==> src/rtl/tile_river_pkg.sv <==
`default_nettype none
// ============================================================================
// Module   : tile_river_pkg
// Purpose  : Shared constants and types for the tile_river arbiter slice.
// Revision : 1.0  initial release
// ============================================================================
package tile_river_pkg;
    localparam int DATA_W       = 16;
    localparam int VEC_LEN      = 10;
    localparam int NUM_REQ_DFLT = 2;
    localparam logic [15:0] STAT_MAX = 16'hFFFF;

    typedef logic [VEC_LEN*DATA_W-1:0]        vec_t;
    typedef logic [$clog2(NUM_REQ_DFLT)-1:0]  req_idx_t;
endpackage
`default_nettype wire

==> src/rtl/tile_river_tag_fifo.sv <==
`default_nettype none
// ============================================================================
// Module   : tile_river_tag_fifo
// Purpose  : In-order FIFO of requester tags for vectors in flight in the engine.
// Revision : 1.0  initial release
// ============================================================================
module tile_river_tag_fifo #(
    parameter int DEPTH = 4,
    parameter int WIDTH = $bits(tile_river_pkg::req_idx_t)
) (
    input  logic                         clk,
    input  logic                         rst,
    input  logic                         push,
    input  logic [WIDTH-1:0]             push_data,
    input  logic                         pop,
    output logic [WIDTH-1:0]             pop_data,
    output logic                         full,
    output logic                         empty,
    output logic [$clog2(DEPTH+1)-1:0]   count
);
    localparam int c_ptr_w = (DEPTH > 1) ? $clog2(DEPTH) : 1;
    localparam int c_cnt_w = $clog2(DEPTH + 1);

    logic [WIDTH-1:0]   r_mem [DEPTH];
    logic [c_ptr_w-1:0] r_wr_ptr;
    logic [c_ptr_w-1:0] r_rd_ptr;
    logic [c_cnt_w-1:0] r_count;
    logic               w_push;
    logic               w_pop;

    assign full     = (r_count == c_cnt_w'(DEPTH));
    assign empty    = (r_count == '0);
    assign count    = r_count;
    assign pop_data = r_mem[r_rd_ptr];
    assign w_push   = push & ~full;
    assign w_pop    = pop & ~empty;

    // Storage needs no reset: entries are only read while count says valid.
    always_ff @(posedge clk) begin
        if (w_push) begin
            r_mem[r_wr_ptr] <= push_data;
        end
    end

    always_ff @(posedge clk or posedge rst) begin
        if (rst) begin
            r_wr_ptr <= '0;
            r_rd_ptr <= '0;
            r_count  <= '0;
        end else begin
            if (w_push) r_wr_ptr <= r_wr_ptr + c_ptr_w'(1);
            if (w_pop)  r_rd_ptr <= r_rd_ptr + c_ptr_w'(1);
            case ({w_push, w_pop})
                2'b10:   r_count <= r_count + c_cnt_w'(1);
                2'b01:   r_count <= r_count - c_cnt_w'(1);
                default: r_count <= r_count;
            endcase
        end
    end
endmodule
`default_nettype wire

==> src/rtl/tile_river_arbiter.sv <==
`default_nettype none
// ============================================================================
// Module   : tile_river_arbiter
// Purpose  : Round-robin sharing of one tile_river engine among NUM_REQ
//            requesters, with in-order result steering. Optional per-requester
//            accept counters when TILE_ARB_STATS_EN is defined.
// Revision : 1.0  initial release
// ============================================================================
module tile_river_arbiter #(
    parameter int NUM_REQ      = 2,
    parameter int VEC_LEN      = tile_river_pkg::VEC_LEN,
    parameter int DATA_W       = tile_river_pkg::DATA_W,
    parameter int MAX_INFLIGHT = 4
) (
    input  logic                            clk,
    input  logic                            rst,
    input  logic [NUM_REQ-1:0]              req_valid,
    output logic [NUM_REQ-1:0]              req_ready,
    input  logic [NUM_REQ*VEC_LEN*DATA_W-1:0] req_data,
    output logic [NUM_REQ-1:0]              rsp_valid,
    input  logic [NUM_REQ-1:0]              rsp_ready,
    output logic [DATA_W-1:0]               rsp_out1,
    output logic [DATA_W-1:0]               rsp_out2,
    output logic                            eng_in_valid,
    input  logic                            eng_in_ready,
    output logic [VEC_LEN*DATA_W-1:0]       eng_in_data,
    input  logic                            eng_out_valid,
    output logic                            eng_out_ready,
    input  logic [DATA_W-1:0]               eng_out1,
    input  logic [DATA_W-1:0]               eng_out2,
    output logic                            err_orphan
`ifdef TILE_ARB_STATS_EN
    ,
    output logic [NUM_REQ*16-1:0]           stat_cnt
`endif
);
    import tile_river_pkg::*;

    localparam int c_idx_w = (NUM_REQ > 1) ? $clog2(NUM_REQ) : 1;
    localparam int c_vec_w = VEC_LEN * DATA_W;
    localparam int c_cnt_w = $clog2(MAX_INFLIGHT + 1);

    logic [c_vec_w-1:0] w_vec [NUM_REQ];
    logic [c_idx_w-1:0] r_rr_ptr;
    logic               r_lock;
    logic [c_idx_w-1:0] r_lock_idx;
    logic               r_orphan;
    logic [c_idx_w-1:0] w_grant;
    logic [c_idx_w-1:0] w_grant_nxt;
    logic [c_idx_w-1:0] w_cand;
    logic               w_found;
    logic               w_has_room;
    logic               w_push;
    logic               w_pop;
    logic [c_idx_w-1:0] w_head;
    logic               w_full;
    logic               w_empty;
    logic [c_cnt_w-1:0] w_count;

    generate
        for (genvar r = 0; r < NUM_REQ; r++) begin : g_slice
            assign w_vec[r] = req_data[r*c_vec_w +: c_vec_w];
        end
    endgenerate

    // A stalled offer keeps its grant so the engine sees a stable vector.
    always_comb begin
        w_grant = r_rr_ptr;
        w_found = 1'b0;
        w_cand  = '0;
        if (r_lock) begin
            w_grant = r_lock_idx;
        end else begin
            for (int k = 0; k < NUM_REQ; k++) begin
                w_cand = c_idx_w'((int'(r_rr_ptr) + k) % NUM_REQ);
                if (!w_found && req_valid[w_cand]) begin
                    w_grant = w_cand;
                    w_found = 1'b1;
                end
            end
        end
    end

    assign w_grant_nxt  = (w_grant == c_idx_w'(NUM_REQ - 1)) ? '0 : w_grant + c_idx_w'(1);
    assign w_has_room   = ~rst & ~w_full & (w_count < c_cnt_w'(MAX_INFLIGHT));
    assign eng_in_valid = req_valid[w_grant] & w_has_room;
    assign eng_in_data  = w_vec[w_grant];
    assign w_push       = eng_in_valid & eng_in_ready;

    always_comb begin
        req_ready          = '0;
        req_ready[w_grant] = eng_in_ready & w_has_room;
        rsp_valid          = '0;
        if (!w_empty) begin
            rsp_valid[w_head] = eng_out_valid;
        end
    end

    assign eng_out_ready = ~w_empty & rsp_ready[w_head];
    assign w_pop         = eng_out_valid & eng_out_ready;
    assign rsp_out1      = eng_out1;
    assign rsp_out2      = eng_out2;
    assign err_orphan    = r_orphan;

    always_ff @(posedge clk or posedge rst) begin
        if (rst) begin
            r_rr_ptr   <= '0;
            r_lock     <= 1'b0;
            r_lock_idx <= '0;
            r_orphan   <= 1'b0;
        end else begin
            if (w_push) begin
                r_rr_ptr <= w_grant_nxt;
                r_lock   <= 1'b0;
            end else if (eng_in_valid) begin
                r_lock     <= 1'b1;
                r_lock_idx <= w_grant;
            end
            if (eng_out_valid && w_empty) begin
                r_orphan <= 1'b1;
            end
        end
    end

    tile_river_tag_fifo #(
        .DEPTH (MAX_INFLIGHT),
        .WIDTH (c_idx_w)
    ) u_tag_fifo (
        .clk       (clk),
        .rst       (rst),
        .push      (w_push),
        .push_data (w_grant),
        .pop       (w_pop),
        .pop_data  (w_head),
        .full      (w_full),
        .empty     (w_empty),
        .count     (w_count)
    );

`ifdef TILE_ARB_STATS_EN
    generate
        for (genvar r = 0; r < NUM_REQ; r++) begin : g_stat
            logic [15:0] r_cnt;
            always_ff @(posedge clk or posedge rst) begin
                if (rst) begin
                    r_cnt <= '0;
                end else if (w_push && (w_grant == c_idx_w'(r)) && (r_cnt != STAT_MAX)) begin
                    r_cnt <= r_cnt + 16'd1;
                end
            end
            assign stat_cnt[r*16 +: 16] = r_cnt;
        end
    endgenerate
`endif
endmodule
`default_nettype wire

==> config.mk <==
export PLATFORM = sky130hd
export DESIGN_NAME = tile_river_arbiter
export DESIGN_NICKNAME = d
export VERILOG_FILES = /design/src/rtl/tile_river_pkg.sv /design/src/rtl/tile_river_tag_fifo.sv /design/src/rtl/tile_river_arbiter.sv
export SDC_FILE = /design/constraint.sdc
export NUM_CORES = 1
export LEC_CHECK = 0
export ABC_AREA = 1
export CAP_MARGIN = 10
export CORE_AREA = 2 2 216 218
export DETAILED_ROUTE_END_ITERATION = 16
export DIE_AREA = 0 0 218 220
export GPL_TIMING_DRIVEN = 0
export PLACE_DENSITY = 0.45
export SLEW_MARGIN = 20
export SYNTH_ARGS = -nofsm -noshare
export SYNTH_HDL_FRONTEND = slang
export SYNTH_HIERARCHICAL = 1
export SYNTH_SLANG_ARGS = --single-unit
==> constraint.sdc <==
create_clock -name clk -period 2.65 [get_ports clk]
set_input_delay 0.265 -clock clk [delete_from_list [all_inputs] [get_ports clk]]
set_output_delay 0.265 -clock clk [all_outputs]
set_load 0.03 [all_outputs]
* Yosys cells after proc, flatten, opt, wreduce, memory -nomap -nowiden
Memory sizes are Yosys's and may differ from the RTL's.
Cells that the tools add are included.
** Operators by class
- Add/subtract/negate cells :: 6
- Magnitude comparators :: 8
- Equal/unequal tests :: 3
- Multiplexer cells :: 26
- Bitwise gates (word level) :: 16
- Reduce and logical (&&, ||, !) cells :: 9
** Operator list (number)
- two-way mux 160 bit :: 3
- two-way mux 1 bit :: 19
- AND 1 bit :: 9
- < comparator 1 x 2 -> 1 bit, second input constant :: 4
- one-hot mux 3 bit (2 select lines) :: 1
- adder 2 x 1 -> 2 bit, second input constant :: 2
- AND 2 bit :: 2
- logical AND 1 bit :: 4
- inverter 1 bit :: 4
- nonzero test 2 bit :: 2
- adder 3 x 1 -> 3 bit, second input constant :: 1
- == test 3 bit, second input constant :: 1
- logical NOT 3 bit :: 1
- < comparator 3 bit, second input constant :: 1
- subtractor 3 x 1 -> 3 bit, second input constant :: 1
- adder 1 bit, second input constant :: 2
- demux 1 bit (select 1 bit) :: 2
- == test 2 x 1 -> 1 bit, second input constant :: 1
- == test 2 bit, second input constant :: 1
- greater-or-equal comparator 1 bit, second input constant :: 2
- greater-or-equal comparator 2 bit, second input constant :: 1
- two-way mux 2 bit :: 1
- inverter 1 -> 2 bit :: 1
- AND reduction 2 bit :: 1
- logical NOT 1 bit :: 1
** Word-level totals
- Register bits :: 11
- Bits in writable memories :: 4
- Output and inout port bits :: 199
- Memories kept :: 1
** Memories
- u_tag_fifo.r_mem :: depth 4, width 1, read ports 1, clocked after memory_dff 0, wr ports 1, line tile_river_tag_fifo.sv:24 : logic [WIDTH-1:0] r_mem [DEPTH];

* Longest topological paths before layout
Gate-level depths: netlist (run 1).
- Depth after elaboration :: 15
- Mapped depth :: 18
- Depth with buffers taken out :: 18

* By module
The synthesis (run 1) kept the hierarchy.
** Modules (own cells, without submodules)
- tile_river_arbiter :: times used 1, cells an instance 594, area an instance 2543.7 µm², sequential area each 100.1 µm²
- tile_river_tag_fifo :: times used 1, cells an instance 74, area an instance 673.1 µm², sequential area each 295.3 µm²

* Worst setup path before layout (run 1)
Ideal clock, no wire load.
- Path kind :: reg-to-reg
- Start :: reg u_tag_fifo.r_rd_ptr[0]
- End :: reg u_tag_fifo.r_count[2] (netlist: u_tag_fifo/count[2])
- Library setup time :: 0.117 ns
- Arrival time :: 2.534 ns
- Setup slack :: -0.001 ns
- Cell stages (with the launch flop) :: 18
- Path through :: dfrtp_1 > inv_1 > nand2_1 > o211ai_1 > nand2_1 > inv_1 > nand2_1 > a21oi_1 > and2_1 > nand2_2 > inv_1 > ha_1 > inv_1 > fa_1 > nand2_1 > nand3_1 > nand2_1 > nand2_1
** On the way
- Cells in the longest elaborated chain, start to end :: 8
** RTL lines
- start, declared :: line tile_river_tag_fifo.sv:26 : logic [c_ptr_w-1:0] r_rd_ptr;
- start signal, assigned :: line tile_river_tag_fifo.sv:52 : if (w_pop) r_rd_ptr <= r_rd_ptr + c_ptr_w'(1);
- memory read (4 x 1 bit) (*)
- via w_head :: line tile_river_arbiter.sv:55 : logic [c_idx_w-1:0] w_head;
- two-way mux 1 bit (not written as such) (*) (2 in a row) :: line tile_river_arbiter.sv:99 : assign eng_out_ready = ~w_empty & rsp_ready[w_head];
- AND 1 bit (*) :: line tile_river_arbiter.sv:99
- via eng_out_ready :: line tile_river_arbiter.sv:28 : output logic eng_out_ready,
- AND 1 bit (*) :: line tile_river_arbiter.sv:100 : assign w_pop = eng_out_valid & eng_out_ready;
- via w_pop :: line tile_river_arbiter.sv:54 : logic w_pop;
- AND 1 bit (*) :: line tile_river_tag_fifo.sv:36 : assign w_pop = pop & ~empty;
- via u_tag_fifo.w_pop :: line tile_river_tag_fifo.sv:29 : logic w_pop;
- == test 2 x 1 -> 1 bit / == test 2 bit (equally long branches) :: line tile_river_tag_fifo.sv:53 : case ({w_push, w_pop})
- one-hot mux 3 bit (2 select lines) / nonzero test 2 bit (equally long branches)
- end signal, assigned :: line tile_river_tag_fifo.sv:54 : 2'b10: r_count <= r_count + c_cnt_w'(1);
- end signal, assigned :: line tile_river_tag_fifo.sv:55 : 2'b01: r_count <= r_count - c_cnt_w'(1);
- end signal, assigned :: line tile_river_tag_fifo.sv:56 : default: r_count <= r_count;
- end, declared :: line tile_river_tag_fifo.sv:27 : logic [c_cnt_w-1:0] r_count;
Mark *: on every way through the listed nets, which the timed path passes. The rest lies on a longest branch. The select of a mux whose other input is x is not followed.
A chain may end at the register's enable or synchronous reset.

* Worst setup path in the final report (run 1)
- Start :: in req_valid[0]
- End :: out eng_in_data[92]
** On the way
- Cells in the longest elaborated chain, start to end :: 12
** RTL lines
- start, declared :: line tile_river_arbiter.sv:17 : input logic [NUM_REQ-1:0] req_valid,
- two-way mux 1 bit (not written as such) (2 in a row) :: line tile_river_arbiter.sv:76 : if (!w_found && req_valid[w_cand]) begin
- two-way mux 1 bit :: line tile_river_arbiter.sv:76
- two-way mux 1 bit :: line tile_river_arbiter.sv:71 : if (r_lock) begin
- logical NOT 1 bit :: line tile_river_arbiter.sv:76
- logical AND 1 bit (*) :: line tile_river_arbiter.sv:76
- two-way mux 1 bit (*) :: line tile_river_arbiter.sv:76
- two-way mux 1 bit (*) :: line tile_river_arbiter.sv:71
- inverter 1 -> 2 bit (not written as such) (*) :: line tile_river_arbiter.sv:87 : assign eng_in_data = w_vec[w_grant];
- two-way mux 160 bit (not written as such) (*) (3 in a row) :: line tile_river_arbiter.sv:87
- end, declared :: line tile_river_arbiter.sv:26 : output logic [VEC_LEN*DATA_W-1:0] eng_in_data,
Mark *: on every way between the ends. The rest lies on a longest branch, timed or not. The select of a mux whose other input is x is not followed.

==> flow_metrics.env, run 1 <==
export IMPL_status="complete, no violations"
export IMPL_cts_buffers=3
export IMPL_synth_top_family_by_area="simple AND/OR/NAND/NOR gates"
export IMPL_dpl_hpwl_mm=25.2
export IMPL_ys_seq_area_share_pct=12.3
export IMPL_worstMarginPinSlew_ns=0.619
export IMPL_syn_area_mm2=0.00322
export IMPL_startpoint="req_valid[0]"
export IMPL_port_buffers=526
export IMPL_period_share_pct=94.6
export IMPL_netlist_instances=668
export IMPL_synth_compound_area_share_pct=1.59
export IMPL_design_die_area_mm2=0.0480
export IMPL_cts_tree="done"
export IMPL_min_period_ns=2.51
export IMPL_hold_viol=0
export IMPL_cp_max_fo=10
export IMPL_reg2reg_from="u_tag_fifo/count[2]"
export IMPL_synth_cell_types=26
export IMPL_max_freq_mhz=399
export IMPL_skew_ns=0.00376
export IMPL_core_mm2=0.0459
export IMPL_die_h_um=220
export IMPL_die_width_um=218
export IMPL_path_common_cell="nand2_1"
export IMPL_avgViaCountPerCell=3.24
export IMPL_maxSlewHeadroom_pct=58.6
export IMPL_synthAdderAreaFrac_pct=2.57
export IMPL_multi_input_area_mm2=0.00226
export IMPL_final_common_cell="nand2_1"
export IMPL_max_stage_delay_ns=0.45
export IMPL_first_iter_violations=207
export IMPL_dr_pass1_iters=5
export IMPL_power_density_mw_per_mm2=1010
export IMPL_nets=1565
export IMPL_clock_latency_ns=0.24
export IMPL_grt_use_total_pct=10.6
export IMPL_drt_total_wl_mm=28.3
export IMPL_timing_max_cap_violations=0
export IMPL_syn_to_final_growth_pct=182
export IMPL_leakage_nw=4.53
export IMPL_grt_pass1_wl_mm=37.1
export IMPL_postCtsSetupRepairBufs=0
export IMPL_rsz0062_at_grt="yes"
export IMPL_finalPower_mw=9.20
export IMPL_grt_pass1_vias=5648
export IMPL_wire_per_inst_um=15.6
export IMPL_worstSetupPathType="in -> out"
export IMPL_syn_avg_cell_area_um2=4.82
export IMPL_ios=559
export IMPL_place_ws_ns=-0.618
export IMPL_synth_xor_area_share_pct=0.272
export IMPL_setup_ws_ns=0.142
export IMPL_setup_violations_final=0
export IMPL_synth_simple_area_share_pct=65.6
export IMPL_synth_seq_cells=15
export IMPL_path_cells="clkdlybuf4s50_1 > inv_2 > nand2_1 > nand2_1 > nand2_2 > nand2_2 > buf_4 > buf_2 > nand2_1 > nand2_1 > dlygate4sd2_1"
export IMPL_hp_class="in -> async"
export IMPL_clkTransAtPathRegs_ns=0.05
export IMPL_ant_nets=0
export IMPL_clk_path_buf_depth=2
export IMPL_grt_max_degree=14
export IMPL_ys_warn_count=6
export IMPL_drive_above_1_share_pct=11.6
export IMPL_drc=0
export IMPL_yosys_mux_area_fraction_pct=0
export IMPL_worstReg2RegEnd="u_tag_fifo/count[1]"
export IMPL_rows=79
export IMPL_arrival_ns=2.24
export IMPL_cts_root_buf="clkbuf_16"
export IMPL_h_tree_depth=1
export IMPL_num_vias=5861
export IMPL_cts_hold_buffers=0
export IMPL_worstSetupEndpoint="eng_in_data[92]"
export IMPL_fillers=5314
export IMPL_gp_congestion=0.807
export IMPL_antenna_found_initial=9
export IMPL_worst_r2r_cell_count=12
export IMPL_final_cell_mix="nand2_1 (504), clkdlybuf4s50_1 (365), dlygate4sd2_1 (90)"
export IMPL_ir_worst_vdd_v=0.000440
export IMPL_grt_overflow=0
export IMPL_r2r_slack_ns=0.28
export IMPL_cp_required_ns=2.38
export IMPL_synth_nets=1034
export IMPL_register_area_um2=395
export IMPL_slew_violations=0
export IMPL_cpMaxStageDelayCell="clkdlybuf4s50_1"
export IMPL_start_util_pct=7.01
export IMPL_cts_num_sinks=15
export IMPL_worstSetupStartpointType="primary input"
export IMPL_cp_end_kind="primary output"
==> state kept, by name (all words and copies together), names as in the netlist <==
| signal | flops |
|---|---|
| r_lock | 1 |
| u_tag_fifo/r_mem | 4 |
| r_lock_idx | 1 |
| err_orphan | 1 |
| u_tag_fifo/count | 3 |
| u_tag_fifo/r_rd_ptr | 2 |
| u_tag_fifo/r_wr_ptr | 2 |
| r_rr_ptr | 1 |
==> worst max-delay path: cells and delay by family <==
kind                   cells  cell delay [ns]
buffers and inverters      5             1.47
AND/OR/NAND/NOR            6             0.49
==> synthesized netlist by cell type <==
cell,number,area (um^2)
nand4_1,2,12.5
nand3_4,1,17.5
nand3_1,8,40.0
nor2_1,7,26.3
o21ai_0,2,10.0
edfxtp_1,4,120
dfrtp_1,11,275
a21o_1,1,7.51
ha_1,5,62.6
buf_4,44,330
nand3_2,1,10.0
nand2_2,7,43.8
a21oi_1,2,10.0
nand2_1,506,1900
a21oi_2,1,8.76
nor3_1,2,10.0
o211ai_1,2,15.0
buf_2,22,110
and2_1,1,6.26
fa_1,1,20.0
inv_1,27,101
xnor2_1,1,8.76
buf_6,1,11.3
nand2_8,1,20.0
nor2_2,4,25.0
inv_2,4,15.0
==> metal layers <==
layer | track usage, % | part of all wire [%]
met3 | 3.64 | 11
met2 | 20.0 | 51
met5 | 0 | 0.035
met4 | 1.90 | 1.6
met1 | 11.6 | 36
==> cells by family after synthesis <==
logic type      after synthesis
simple gates                540
buf+inv                      98
flops                        15
compound gates                8
fa+ha+maj                     6
xor+xnor                      1
==> worst min path at each step <==
stage	end	slack, ns
floorplan	err_orphan	0.04
finish	r_rr_ptr	0.26
detailed placement	err_orphan	0.45
global route	r_rr_ptr	0.29
global placement	err_orphan	0.45
CTS	r_rr_ptr	0.26
==> through the flow <==
| stage | setup TNS, ns | utilization [%] | hold slack [ns] | instance area [um^2] | instances |
|---|---|---|---|---|---|
| finish | 0 | 19.8 | 0.258 | 9070 | 1809 |
| global route | -0.0188 | 19.8 | 0.290 | 9060 | 1806 |
| CTS | -0.164 | 20.0 | 0.264 | 9170 | 1805 |
| detailed placement | -35.72 | 20.2 | 0.451 | 9250 | 1801 |
| global placement | -33.13 | 20.2 | 0.446 | 9250 | 1801 |
| floorplan | 0 | - | 0.0394 | 3220 | 668 |
==> power by group <==
group	switching [mW]	internal [mW]	leakage, nW
clock network	0.0882	0.201	0.0409
logic	5.81	2.69	4.32
registers	0.0726	0.330	0.168
total	5.97	3.22	4.53
==> final cells by class <==
type	count	share of cell area, %
Clock inverter	1	0.0552
Clock buffer	3	0.828
Buffer	67	5.24
Timing Repair Buffer	526	54.7
Multi-Input combinational cell	555	25.0
Sequential cell	15	4.36
Antenna cell	4	0.110
Tap cell	607	8.38
Inverter	31	1.34
==> what timing repair did <==
item                                    in CTS  in global routing
gates resized for setup                    182                108
gates cloned                                 0                  0
endpoints found under the setup margin     161                 77
endpoints found under the hold margin        0                  0
Note: power is estimated with default switching activity, not from simulation.
==> inputs of run 2 (changes only) <==
CORE_AREA = 2 2 217 219   (was 2 2 216 218)
DIE_AREA = 0 0 219 221   (was 0 0 218 220)
clock period = 3 ns   (was 2.65 ns; I/O delays follow)
==> flow_metrics.env, run 2 (synthesis results as in run 1) <==
export IMPL_ant_nets=0
export IMPL_grt_pass1_wl_mm=40.0
export IMPL_design_die_area_mm2=0.0484
export IMPL_postCtsSetupRepairBufs=0
export IMPL_hp_class="in -> async"
export IMPL_cp_end_kind="primary output"
export IMPL_startpoint="req_valid[0]"
export IMPL_p_sw_share_pct=60.3
export IMPL_dr_pass1_iters=6
export IMPL_cp_max_fo=10
export IMPL_grt_max_degree=14
export IMPL_wire_per_inst_um=16.2
export IMPL_worstSetupPathType="in -> out"
export IMPL_grt_overflow=0
export IMPL_hold_ws_ns=0.323
export IMPL_port_buffers=526
export IMPL_power_density_mw_per_mm2=926
export IMPL_die_h_um=221
export IMPL_h_tree_depth=1
export IMPL_start_util_pct=6.98
export IMPL_crit_buf_inv=5
export IMPL_cts_tree="done"
export IMPL_pwr_share_comb_pct=93.1
export IMPL_nets=1565
export IMPL_clkTransAtPathRegs_ns=0.05
export IMPL_regMostFlops="u_tag_fifo/r_mem"
export IMPL_first_iter_violations=171
export IMPL_path_cells="clkdlybuf4s50_1 > inv_2 > nand2_1 > nand2_1 > nand2_2 > nand2_2 > buf_4 > buf_2 > nand2_1 > nand2_1 > clkdlybuf4s50_1"
export IMPL_maxSlewHeadroom_pct=63.8
export IMPL_largest_reg_flops=4
export IMPL_cpMaxStageDelayCell="clkdlybuf4s50_1"
export IMPL_dpl_hpwl_mm=26.1
export IMPL_place_ws_ns=-0.220
export IMPL_ir_worst_vdd_v=0.000449
export IMPL_clkPwrFrac_pct=2.9
export IMPL_antenna_found_initial=8
export IMPL_slew_violations=0
export IMPL_period_share_pct=94.8
export IMPL_setup_ws_ns=0.156
export IMPL_rows=79
export IMPL_ios=559
export IMPL_core_mm2=0.0461
export IMPL_drt_total_wl_mm=29.2
export IMPL_cts_buffers=3
export IMPL_cts_root_buf="clkbuf_16"
export IMPL_cts_hold_buffers=0
export IMPL_avgViaCountPerCell=3.23
export IMPL_grt_use_total_pct=11.3
export IMPL_grt_pass1_vias=5871
export IMPL_min_period_ns=2.84
export IMPL_finalCoreUtilization_pct=20.6
export IMPL_skew_ns=0.00468
export IMPL_syn_to_final_growth_pct=194
export IMPL_drc=0
export IMPL_gp_congestion=0.851
export IMPL_final_cell_mix="nand2_1 (506), clkdlybuf4s50_1 (452), dlymetal6s2s_1 (60)"
export IMPL_dpl_cell_area_mm2=0.00924
export IMPL_p_sw_mw=5.29
export IMPL_worstSetupStartpointType="primary input"
export IMPL_rsz0062_at_grt="no"
export IMPL_cp_top_family="buffers and inverters"
export IMPL_cp_required_ns=2.70
export IMPL_stdcell_area_mm2=0.00947
export IMPL_num_vias=5834
export IMPL_status="complete, no violations"
export IMPL_clock_latency_ns=0.24
export IMPL_die_width_um=219
export IMPL_clk_path_buf_depth=2
export IMPL_internal_power_mw=3.48
export IMPL_drive_above_1_share_pct=7.51
export IMPL_max_freq_mhz=352
export IMPL_reg2reg_from="u_tag_fifo/r_rd_ptr[0]"
export IMPL_arrival_ns=2.54
export IMPL_leakage_nw=4.94
export IMPL_timing_max_cap_violations=0
export IMPL_setup_violations_final=0
export IMPL_worstMarginPinSlew_ns=0.541
export IMPL_power_frac_seq_pct=4.1
export IMPL_path_common_cell="nand2_1"
export IMPL_hold_viol=0
export IMPL_max_stage_delay_ns=0.68
export IMPL_cts_num_sinks=15
export IMPL_final_common_cell="nand2_1"
## run 2: changes by cell type in the layout (fill, tap and decap cells not counted), sizes merged
cell	previous run	this run
clkbuf	43	4
diode	4	2
buf	67	66
dlymetal6s2s	2	60
clkdlybuf4s50	365	452
clkdlybuf4s15	29	0
dlygate4sd2	90	14
## run 2: area by class of cell
cell class,instances,area (um^2)
multi-input cells,555,2250
diodes,2,5.00
well taps,607,759
repair buffers,526,5400
clock inverters,1,5.00
fillers,5242,36600
inverters,31,119
flip-flops and latches,15,395
plain buffers,67,459
clock buffers,3,75.1
## run 2: path summary, 6_finish.rpt
path	slack (ns)	cells past startpoint	endpoint
worst max-delay path	0.16	11	eng_in_data[72]
worst min-delay path	0.32	2	r_lock
worst max register to register	0.47	17	u_tag_fifo/count[2]
worst min register to register	0.46	1	err_orphan
max in group asynchronous	2.43	2	u_tag_fifo/r_rd_ptr[1]
min in group clk	0.46	1	err_orphan
## run 2: routing by layer
| metal | track usage, % | share of wire, % | up-vias |
|---|---|---|---|
| li1 | - | - | 3006 |
| met3 | 2.94 | 8.2 | 30 |
| met1 | 13.1 | 40 | 2483 |
| met2 | 20.5 | 49 | 311 |
| met4 | 2.64 | 2.4 | 4 |
| met5 | 0 | 0.089 | - |
## run 2: per-stage QoR
step           instances  setup TNS [ns]  total power [mW]
2_1_floorplan        668               0              4.95
3_3_place_gp        1801           -2.12              8.83
3_5_place_dp        1801           -3.20              8.80
4_1_cts             1805               0              9.05
5_1_grt             1807               0              9.44
6_report            1807               0              8.77
## run 2: power by group through the flow
stage          registers (mW)  logic [mW]  clock network (mW)
2_1_floorplan           0.343        4.60                   0
3_3_place_gp            0.355        8.47                   0
3_5_place_dp            0.359        8.44                   0
4_1_cts                 0.355        8.43               0.264
5_1_grt                 0.366        8.80               0.276
6_report                0.356        8.16               0.253
## run 2: repair_timing
item                       4_1_cts  5_1_grt
pin swaps                        0        0
resized for setup               17       61
setup endpoints to repair       63       60
gates cloned                     0        0
==> edit, RTL diff (flow settings as in run 1) <==
Set the package constant `VEC_LEN` to 9 (it was 10).
--- a/src/rtl/tile_river_pkg.sv
+++ b/src/rtl/tile_river_pkg.sv
@@ -6,7 +6,7 @@
 // ============================================================================
 package tile_river_pkg;
     localparam int DATA_W       = 16;
-    localparam int VEC_LEN      = 10;
+    localparam int VEC_LEN      = 9;
     localparam int NUM_REQ_DFLT = 2;
     localparam logic [15:0] STAT_MAX = 16'hFFFF;
 
Interface: changed (resized eng_in_data and req_data); port bits go from 559 to 511. No check against the original RTL was run, so the function may have changed too.
==> edit against run 1 <==
Sequential share of layout area up 0.31 points. Wire length down 20%. Worst setup slack better by 0.0057 ns. Area after synthesis down 5.6%. Total power down 7.9%. Sequential cell count unchanged. Final area down 6.6%. Utilization down 1.3 points. Critical endpoint is now req_ready[0]. Combinational power down 8.4%.
==> edit: results (changes against run 1) <==
- Root buffer cell: clkbuf_16 (unchanged)
- Initial DRC Count: 129 (was 207)
- Crit path launch: req_valid[0] (unchanged)
- Peak VDD IR: 0.000577 V (was 0.000440 V)
- Total wire length: 22500 um (was 28300 um)
- DP Area: 8580 um^2 (was 9250 um^2)
- Xor-xnor portion of the synthesized cell area: 0.289% (was 0.272%)
- Post_cts resized: 145 (was 182)
- H-tree depth: 1 (unchanged)
- Reg-to-Reg End: u_tag_fifo/count[2]$_DFFE_PP0P_ (was u_tag_fifo/count[1]$_DFFE_PP0P_)
- Crit Path Max Fanout: 13 (was 10)
- IO buf count: 478 (was 526)
- Gr usage total: 8.43% (was 10.6%)
- Hold Slack: 0.259 ns (was 0.258 ns)
- R2R depth: 17 (was 12)
- Via-to-Cell Ratio: 3.14 (was 3.24)
- Worst Setup EP: req_ready[0] (was eng_in_data[92])
- Reg-to-reg startpoint: u_tag_fifo/r_rd_ptr[0]$_DFFE_PP0P_ (was u_tag_fifo/count[2]$_DFFE_PP0P_)
- Detailed-router iteration count before antenna repair: 4 (was 5)
- Register area share after synthesis: 13.0% (was 12.3%)
- Final HPWL DP: 19800 um (was 25200 um)
- Synth Net Count: 950 (was 1034)
- Post-synthesis instance total: 616 (was 668)
- Placed Cells: 1701 (was 1801)
- Commonest cells post-synth: nand2_1 (458), buf_4 (36), inv_1 (28) (was nand2_1 (506), buf_4 (44), inv_1 (27))
- Slew headroom: 58.0% (was 58.6%)
- First-pass GRT wire length: 30500 um (was 37100 um)
- Post-synthesis compound-gate area fraction: 1.69% (was 1.59%)
- Initial antenna violation count: 1 (was 9)
- Area contributors post-synth: nand2_1 (57%), dfrtp_1 (9.1%), buf_4 (8.9%) (was nand2_1 (59%), buf_4 (10%), dfrtp_1 (8.6%))
- Post-Synth Adder-Cell Area: 2.72% (was 2.57%)
- Max Clock Skew: 0.000932 ns (was 0.00376 ns)
- Vias in the first global route: 5230 (was 5648)
- Fin nets: 1433 (was 1565)
- Status: completed (unchanged)
- Gpl congestion: 0.856 (was 0.807)
- CP max stage delay: 0.70 ns (was 0.45 ns)
- Fill count: 5284 (was 5314)
- Yosys cell types: 28 (was 26)
- Leak Pwr: 0.00422 uW (was 0.00453 uW)
- Share of cells above drive strength 1: 11.7% (was 11.6%)
- DR vias: 5362 (was 5861)
==> edit: cell count changes after synthesis <==
| cell | run 1 | this run |
|---|---|---|
| nand2_1 | 506 | 458 |
| buf_4 | 44 | 36 |
| buf_6 | 1 | 6 |
| inv_2 | 4 | 2 |
| buf_2 | 22 | 21 |
| inv_1 | 27 | 28 |
| inv_4 | 0 | 1 |
| nand2_2 | 7 | 6 |
| nand2_4 | 0 | 1 |
==> edit: per-layer routing <==
layer,vias to the layer above,wire (um),track usage [%]
li1,2762,-,-
met1,2278,8150,9.16
met2,304,11900,16.0
met3,18,1920,1.68
met4,0,617,3.17
met5,-,0,0
==> edit: area by class of cell <==
type	instances	share of cell area [%]
diodes	1	0.0296
plain buffers	63	5.48
clock buffers	4	0.931
inverters	31	1.40
multi-input cells	507	24.6
flip-flops and latches	15	4.67
well taps	607	8.97
repair buffers	478	53.9
==> edit: worst max-delay path, delay by kind of cell <==
| family | cells | cell delay, ns |
|---|---|---|
| buffers and inverters | 4 | 1.52 |
| and+or+nand+nor | 5 | 0.42 |
==> edit: logic make-up (layout without fill, tap and decap cells) <==
group / after synthesis / in the layout
AO/OA/AOI/OAI: 8 / 8
XOR/XNOR: 1 / 1
adder cells (fa/ha/maj): 6 / 6
buffers and inverters: 94 / 576
flip-flops: 15 / 15
other: 0 / 1
AND/OR/NAND/NOR: 492 / 492
==> edit: power by group <==
part	switching [uW]	internal [uW]	leakage, uW	total (uW)
sequential	70.0	330	0.000168	400
combinational	5240	2550	0.00402	7790
clock	81.7	203	0.0000382	285
==> edit: through the flow <==
| step | total power [uW] | worst slack [ns] |
|---|---|---|
| detailed placement | 9060 | -0.427 |
| global route | 9170 | -0.00519 |
| CTS | 8650 | -0.195 |
| finish | 8470 | 0.148 |
| floorplan | 5180 | 0.187 |
| global placement | 9070 | -0.374 |
